===== config.mk =====
export PLATFORM = sky130hd
export DESIGN_NAME = fwd_hazard_unit
export DESIGN_NICKNAME = d
export VERILOG_FILES = /design/src/rtl/fwd_hazard_unit.sv
export SDC_FILE = /design/constraint.sdc
export NUM_CORES = 1
export LEC_CHECK = 0
export ABC_AREA = 1
export BUFFER_PORTS_ARGS = -buffer_cell sky130_fd_sc_hd__buf_4
export CORE_MARGIN = 8
export CORE_UTILIZATION = 49
export CTS_CLUSTER_SIZE = 25
export DETAILED_ROUTE_END_ITERATION = 8
export HOLD_SLACK_MARGIN = 0.12
export PLACE_DENSITY_LB_ADDON = 0.25
export SYNTH_ARGS = -nofsm -noshare
export SYNTH_HDL_FRONTEND = slang
export SYNTH_SLANG_ARGS = --single-unit

===== constraint.sdc =====
create_clock -name clk -period 1.5 [get_ports clk]
set_clock_uncertainty 0.1 [all_clocks]
set_input_delay 0.15 -clock clk [delete_from_list [all_inputs] [get_ports clk]]
set_output_delay 0.15 -clock clk [all_outputs]
set_load 0.01 [all_outputs]

===== src/rtl/fwd_hazard_unit.sv =====
// fwd_hazard_unit: EX operand forwarding selects and load-use stall for a 5-stage pipeline.
// Forward selects are registered so they line up with the operands sitting in EX.
module fwd_hazard_unit #(
    parameter int REG_AW = 5
) (
    input  logic              clk,
    input  logic              rst_n,
    input  logic [REG_AW-1:0] id_rs1_i,
    input  logic [REG_AW-1:0] id_rs2_i,
    input  logic [REG_AW-1:0] id_rd_i,
    input  logic              id_regwrite_i,
    input  logic              id_memread_i,
    input  logic              flush_ex_i,
    output logic [1:0]        fwd_a_o,
    output logic [1:0]        fwd_b_o,
    output logic              stall_o
);
    logic [REG_AW-1:0] ex_rd_q, mem_rd_q;
    logic              ex_rw_q, ex_mr_q, mem_rw_q;
    logic [1:0]        fwd_a_q, fwd_b_q;
    logic [1:0]        fwd_a_d, fwd_b_d;
    logic              ex_hit_a, ex_hit_b, mem_hit_a, mem_hit_b, ex_live, mem_live;

    // The register file is write-through, so a WB producer never needs a select.
    always_comb begin
        ex_live   = ex_rw_q && (ex_rd_q != '0);
        mem_live  = mem_rw_q && (mem_rd_q != '0);
        ex_hit_a  = ex_live && (ex_rd_q == id_rs1_i);
        ex_hit_b  = ex_live && (ex_rd_q == id_rs2_i);
        mem_hit_a = mem_live && (mem_rd_q == id_rs1_i);
        mem_hit_b = mem_live && (mem_rd_q == id_rs2_i);
        fwd_a_d   = ex_hit_a ? 2'b10 : mem_hit_a ? 2'b01 : 2'b00;
        fwd_b_d   = ex_hit_b ? 2'b10 : mem_hit_b ? 2'b01 : 2'b00;
        stall_o   = rst_n && ex_mr_q && (ex_hit_a || ex_hit_b);
    end

    always_ff @(posedge clk) begin
        if (!rst_n) begin
            ex_rd_q  <= '0;
            ex_rw_q  <= 1'b0;
            ex_mr_q  <= 1'b0;
            mem_rd_q <= '0;
            mem_rw_q <= 1'b0;
            fwd_a_q  <= 2'b00;
            fwd_b_q  <= 2'b00;
        end else begin
            mem_rd_q <= ex_rd_q;
            mem_rw_q <= ex_rw_q;
            if (flush_ex_i || stall_o) begin
                ex_rd_q <= '0;
                ex_rw_q <= 1'b0;
                ex_mr_q <= 1'b0;
                fwd_a_q <= 2'b00;
                fwd_b_q <= 2'b00;
            end else begin
                ex_rd_q <= id_rd_i;
                ex_rw_q <= id_regwrite_i;
                ex_mr_q <= id_memread_i;
                fwd_a_q <= fwd_a_d;
                fwd_b_q <= fwd_b_d;
            end
        end
    end

    assign fwd_a_o = fwd_a_q;
    assign fwd_b_o = fwd_b_q;
endmodule


Word level (Yosys, flattened, before mapping):

Index checks and enable logic that the tools add are counted.

* input port bits: 20
* bits in registers: 17

* bitwise logic cells: 1
* muxes and demuxes: 4
* reduce and logical (&&, ||, !) cells: 15
* equality and inequality tests: 4

Operators with widths (count)
* equality test 5 bit: 4
* nonzero test 5 bit: 2
* logical AND 1 bit: 8
* OR reduction 3 bit: 2
* two-way mux 2 bit: 2
* logical OR 1 bit: 2
* two-way mux 1 bit: 2
* OR reduction 2 bit: 1
* inverter 1 bit: 1

Logic depth before layout (Yosys ltp):

Gate-level depths: netlist of run 1.

* word-level depth: 7
* mapped depth: 11

Least setup slack after synthesis of run 1:

No wires, ideal clock.

* kind: flip-flop to flip-flop
* start: reg ex_rd_q[2]
* end: reg fwd_a_q[1] (netlist: fwd_a_o[1])
* setup time: 0.115 ns
* period minus slack after synthesis: 1.232 ns
* cell stages (with the launch flop): 12
* path buffers: 0
* path slack: 0.268 ns
* data arrival time: 1.017 ns
* data required time: 1.285 ns
* cells stage by stage: dfxtp_1 > inv_1 > nand2_1 > nand2_1 > inv_1 > nand2_1 > nor2_1 > nand3_1 > nand2_1 > nand2_2 > nand2_4 > nor2_1

* cells in the longest elaborated chain, start to end: 7
* elaborated cells between the ends (all ways): 11
* those cells by class: eq/ne: 2; mux: 1; reduce/logical: 8

RTL lines
* start, declared: line 18 `logic [REG_AW-1:0] ex_rd_q, mem_rd_q;`
* start signal, assigned: line 56 `ex_rd_q <= id_rd_i;`
* nonzero test 5 bit: line 26 `ex_live = ex_rw_q && (ex_rd_q != '0);`
* logical AND 1 bit: line 26
* logical AND 1 bit, on equally long branches: line 28, 29
* logical OR 1 bit: line 34 `stall_o = rst_n && ex_mr_q && (ex_hit_a || ex_hit_b);`
* logical AND 1 bit: line 34
* logical OR 1 bit: line 49 `if (flush_ex_i || stall_o) begin`
* OR reduction 2 bit (no line)
* end signal, assigned: line 59 `fwd_a_q <= fwd_a_d;`
* end, declared: line 20 `logic [1:0] fwd_a_q, fwd_b_q;`

Parallel ways exist; a longest one is shown, timed or not.
A chain may end at the register's enable or synchronous reset.

Worst setup path after layout of run 1:

* start: reg ex_rd_q[3]
* end: out stall_o

* cells in the longest elaborated chain, start to end: 5
* elaborated cells between the ends (all ways): 8
* those cells by class: eq/ne: 2; reduce/logical: 6

RTL lines
* nonzero test 5 bit: line 26
* logical AND 1 bit: line 26
* logical AND 1 bit, on equally long branches: line 28, 29
* logical OR 1 bit *: line 34
* logical AND 1 bit *: line 34
* end, declared: line 16 `output logic stall_o`

Every way passes the cells marked *; elsewhere a longest branch is shown, timed or not.

==> results of run 1 <==
## flip-flops by register name, summed over array words and instances (netlist names)
signal    flops
ex_rd_q       5
ex_mr_q       1
fwd_b_o       2
mem_rw_q      1
ex_rw_q       1
mem_rd_q      5
fwd_a_o       2
## worst max-delay path, delay by kind of cell (launching register included)
family / cells / cell delay [ps]
buffers and inverters: 4 / 240
flip-flops: 1 / 380
AND/OR/NAND/NOR: 7 / 480
## where the power goes
| group | total, mW | switching [mW] | internal, mW |
|---|---|---|---|
| sequential | 0.474 | 0.0137 | 0.461 |
| clock | 0.251 | 0.152 | 0.0996 |
| combinational | 0.158 | 0.0714 | 0.0862 |
| total | 0.883 | 0.237 | 0.646 |
## cells by family after synthesis
kind of cell    after synthesis
simple gates                 55
xor+xnor                     14
flops                        17
compound gates                4
buf+inv                      32
## path summary, 6_finish.rpt
check	slack [ps]	depth (start not counted)	end	startpoint
worst max-delay path	-160	11	stall_o	ex_rd_q[3]$_SDFF_PP0_
worst min-delay path	140	5	fwd_a_o[0]$_SDFF_PP0_	id_rs1_i[4]
worst max register to register	40	12	fwd_b_o[0]$_SDFF_PP0_	ex_rd_q[3]$_SDFF_PP0_
worst min register to register	370	2	mem_rd_q[0]$_SDFF_PN0_	ex_rd_q[0]$_SDFF_PP0_
## layout make-up
type	instances	area, um^2	area share
Clock inverter	1	5.005	0.004082
Clock buffer	3	22.52	0.01837
Multi-Input combinational cell	74	407.9	0.3327
Sequential cell	17	354.1	0.2888
Tap cell	17	21.27	0.01735
Inverter	31	118.9	0.09694
Timing Repair Buffer	36	296.5	0.2418
## placed cells by master, fill, tap and decap left out, drive strengths merged
| cell | n |
|---|---|
| buf | 27 |
| clkbuf | 3 |
| clkinv | 1 |
| dfxtp | 17 |
| dlygate4sd3 | 9 |
| inv | 31 |
| nand2 | 28 |
| nand3 | 4 |
| nand4 | 2 |
| nor2 | 20 |
| nor3 | 2 |
| o21ai | 3 |
| o22ai | 1 |
| xnor2 | 7 |
| xor2 | 7 |
## timing repair
action / in CTS / in global routing
setup endpoints to repair: 1 / 11
pin swaps: 4 / 5
cloned: 0 / 1
hold endpoints to repair: 17 / 0
setup buffers: 2 / 1
hold buffers: 9 / 0
resized for setup: 8 / 9
## metal layers
metal  share of wire  GRT usage  vias to the layer above  routed length, um
met5               0          0                        -                  0
met4           0.031    0.08929                        0                 69
met3           0.070    0.04709                        8                154
met2            0.51     0.2347                       33               1129
met1            0.38     0.1379                      373                843
li1                -          -                      432                  -
## metrics by stage
stage	util	std cells
finish	0.7341	179
global route	0.7341	179
CTS	0.7071	177
detailed placement	0.6202	162
global placement	0.6202	162
floorplan	-	122
==> results_dict.tcl, run 1 <==
set metrics [dict create \
    status "complete, but fails checks" \
    violations "negative setup slack" \
    ir_drop_uv 474.6 \
    finalPower_mw 0.8833 \
    cp-end-kind "output port" \
    fin_ws_ps -161.7 \
    drv_slew 0 \
    viasPerCell 4.726 \
    grt_pass1_vias 849 \
    synth_top_area_frac 0.4060 \
    worstMarginPinSlew_ps 529.6 \
    cts_made_buffers 3 \
    dieArea_mm2 0.003290 \
    first_pass_iters 4 \
    cts_root_buf "clkbuf_4" \
    clkSinkCount 17 \
    synth_top_cells_by_count "inv_1 (30), nand2_1 (25), nor2_1 (20)" \
    crit_fanout 4 \
    ys_warn_count 0 \
    cap_viol_max_count 0 \
    dp_hpwl_mm 1.586 \
    avgSynthCellArea_um2 6.871 \
    netlist_area_um2 838.3 \
    wire_per_inst_um 12.27 \
    rsz0062_at_grt "true" \
    power_leakage_nw 0.6810 \
    synthMuxAreaShare 0 \
    grt.overflow.total 0 \
    worstSkewPairLatency_ps 300 \
    synth-xor-area-share 0.1463 \
    min_path_type "in2reg" \
    cp_data_required_time_ps 1250 \
    grt_max_degree 11 \
    place_ws_ps 36.55 \
    maxSlewHeadroom 0.6456 \
    drive_above_1_share 0.2901 \
    track_usage 0.1371 \
    ys_seq_elements 17 \
    cpPeakStageDelay_ps 380 \
    synth-compound-area-share 0.02537 \
    crit_arrival_ps 1410 \
    synth_top_family_by_area "simple AND/OR/NAND/NOR gates" \
    antenna_found_initial 0 \
    place.gp.congestion 0.8359 \
    synth_edf_count 0 \
    hold_ws_ps 141.9 \
    final_antenna_net_count 0 \
    synth.most_common_cell "inv_1" \
    clk_pin_slew_ps 100 \
    n_antenna_cell 0 \
    synth_nets 142 \
    yosys.area.top_type "dfxtp_1" \
    start_util 0.5019 \
    syn_to_final_growth_pct 46.27 \
    htreeDepth 1 \
    cp-start-kind "register" \
    cp_common_cell "nand2_2" \
    cts_tree "built" \
    synthTopCellsByArea "dfxtp_1 (41%), inv_1 (13%), nand2_1 (11%), nor2_1 (9.0%), xnor2_1 (7.3%)" \
    die_h_um 57.36 \
    grt_pass1_wl_mm 3.560 \
    synthCells 122 \
    hold_viol_final 0 \
    finalSetupTns_ps -161.7 \
    crit_path_top_delay_cell "dfxtp_4" \
    clk_path_buf_depth 2 \
    post_dp_cell_area_mm2 0.001036 \
    die_w_um 57.36 \
    synth-seq-area-share 0.4060 \
    fillers 131 \
    setup_violations 1 \
    path_cells "inv_2, nand2_2, nand2_1, inv_1, nand2_2, nor2_2, nand3_1, nand2_1, nand2_2, inv_2, buf_6" \
    drt-total-wl_mm 2.197 \
    synth_simple_gate_area_frac 0.2791 \
    port_buffers 24 \
    design.core.area_mm2 0.001670 \
    first_iter_violations 23 \
    ys_async_sr_fraction 0 \
    dr_total_vias 846 \
    postLayoutCellArea_mm2 0.001226 \
    synthAdderAreaFrac 0 \
    period_minus_slack_ps 1662 \
    layout_worst_path_cycle_share 1.108 \
    fmax_mhz 601.8 \
    nets 183 \
    synth_flop_cell "dfxtp_1" \
    ys_types 16 \
    cellPowerDensity_mw_per_mm2 720.4 \
    ios 25 \
    rows 15 \
    path_class "reg2out" \
    drc_errors 0 \
]
(Power assumes the default switching activity.)
==> inputs of run 2 (changes only) <==
- PLACE_DENSITY: default -> 0.76
- PLACE_DENSITY_LB_ADDON: 0.25 -> default
==> run 2 against run 1 <==
Against the previous run: total power is 1.8% lower; first-iteration DRC count did not move; count of clock-buffer cells in the layout rose by 1; core utilization shrank 2.6 points; the flow still finishes with violations (negative setup slack); sequential cell count unchanged; die area is the same; cell count is 1.7% lower; design area shrank 3.6%; highest routed layer unchanged; largest power group unchanged; non-clock buffer count down 2.
==> results_dict.tcl, run 2 (synthesized netlist as in run 1, its figures left out) <==
set metrics [dict create \
    status "complete, but fails checks" \
    violations "negative setup slack" \
    cts_root_buf "clkbuf_4" \
    period_minus_slack_ps 1642 \
    hold_start "id_rs1_i[4]" \
    htreeDepth 1 \
    die_w_um 57.36 \
    cap_viol_max_count 0 \
    layout_worst_path_cycle_share 1.094 \
    wire_per_inst_um 11.24 \
    cp_num_buf_inv 2 \
    rr_worst_depth 8 \
    final_cell_mix "inv_1 (28), buf_4 (24), nand2_1 (23)" \
    track_usage 0.1272 \
    drt-total-wl_mm 1.979 \
    dr_total_vias 790 \
    final_common_cell "inv_1" \
    nets 180 \
    final_antenna_net_count 0 \
    clk_pin_slew_ps 90 \
    rows 15 \
    design.core.area_mm2 0.001670 \
    grt_pass1_wl_mm 3.236 \
    drive_above_1_share 0.2642 \
    maxSlewHeadroom 0.8559 \
    syn_to_final_growth_pct 41.04 \
    grt.overflow.total 0 \
    cp_data_required_time_ps 1250 \
    cellPowerDensity_mw_per_mm2 733.8 \
    cts_tree "built" \
    die_h_um 57.36 \
    cp-end-kind "output port" \
    setup_violations 1 \
    drv_slew 0 \
    fin_ws_ps -141.6 \
    cpPeakStageDelay_ps 360 \
    clk_path_buf_depth 2 \
    cts_made_buffers 3 \
    rrSetupSlack_ps 170 \
    crit_arrival_ps 1390 \
    grt_max_degree 11 \
    worstReg2RegStart "ex_rd_q[0]$_SDFF_PP0_" \
    worstSkewPairLatency_ps 290 \
    min_path_type "in2reg" \
    clkSinkCount 17 \
    power_leakage_nw 0.6636 \
    first_pass_iters 4 \
    drc_errors 0 \
    place_ws_ps 59.34 \
    ir_drop_uv 521.1 \
    holdPathEnd "fwd_a_o[0]$_SDFF_PP0_" \
    rsz0062_at_grt "true" \
    cp-start-kind "register" \
    path_class "reg2out" \
    ios 25 \
    grt_pass1_vias 802 \
    cp_top_family "simple AND/OR/NAND/NOR gates" \
    hold_viol_final 0 \
    antenna_found_initial 0 \
    path_cells "xnor2_1, nand2_1, nor2_2, nand3_2, nand2_1, nand2_2, inv_2, buf_6" \
    cp_common_cell "nand2_1" \
    first_iter_violations 23 \
    crit_path_top_delay_cell "dfxtp_2" \
    crit_fanout 5 \
    start_util 0.5019 \
    viasPerCell 4.489 \
    worstReg2RegEnd "ex_rd_q[0]$_SDFF_PP0_" \
    port_buffers 24 \
    top_regs "ex_rd_q (5), mem_rd_q (5)" \
    whs_path_depth 5 \
    worstMarginPinSlew_ps 213.8 \
    fmax_mhz 609.2 \
    dp_hpwl_mm 1.500 \
    n_antenna_cell 0 \
    finalPower_mw 0.8677 \
    dieArea_mm2 0.003290 \
    place.gp.congestion 0.8566 \
]
-- run 2: what timing repair did --
action                     CTS  global route
resized for setup            9             4
hold endpoints to repair    17             0
setup endpoints to repair    1             1
hold buffers                 9             0
setup buffers                1             0
-- run 2: how the worst max path moves through the flow --
stage / from / end / slack, ps / cells past startpoint
finish: ex_rd_q[0]$_SDFF_PP0_ / stall_o / -140 / 8
global route: ex_rd_q[4]$_SDFF_PP0_ / stall_o / -240 / 9
detailed placement: ex_rd_q[2]$_SDFF_PP0_ / stall_o / 60 / 11
CTS: ex_rd_q[2]$_SDFF_PP0_ / stall_o / -150 / 11
global placement: ex_rd_q[2]$_SDFF_PP0_ / stall_o / 90 / 11
floorplan: ex_rd_q[2]$_SDFF_PP0_ / fwd_a_o[1]$_SDFF_PP0_ / 270 / 11
-- run 2: worst min-delay path, cell delays in order --
cell	delay (ps)
buf_4	90
xor2_1	130
nor3_1	60
nand2_1	50
nor2_1	30
-- run 2: per-layer routing --
metal  part of all wire  vias up  GRT usage
met5                  0        -          0
met4              0.029        0     0.1107
met1               0.41      344     0.1167
li1                   -      424          -
met3              0.035        4    0.03139
met2               0.52       18     0.2283
-- run 2: metrics by stage --
stage / instance area (um^2) / hold WS [ps] / setup TNS, ps / util / std cells
CTS: 1172 / 146.4 / -145.8 / 0.7019 / 176
global placement: 1036 / 263.2 / 0 / 0.6202 / 162
global route: 1182 / 200.9 / -242.1 / 0.7079 / 176
finish: 1182 / 149.2 / -141.6 / 0.7079 / 176
detailed placement: 1036 / 270.5 / 0 / 0.6202 / 162
floorplan: 838.3 / 162.2 / 0 / - / 122
-- run 2: cell type report --
type | instances | area, um^2
Sequential cell | 17 | 351.6
Multi-Input combinational cell | 73 | 385.4
Tap cell | 17 | 21.27
Clock buffer | 4 | 26.28
Timing Repair Buffer | 34 | 281.5
Fill cell | 136 | 488.0
Inverter | 31 | 116.4
-- run 2: where the power goes --
group | internal (mW) | switching [mW] | total, mW
registers | 0.462 | 0.0129 | 0.475
logic | 0.0834 | 0.0654 | 0.149
clock network | 0.104 | 0.141 | 0.244
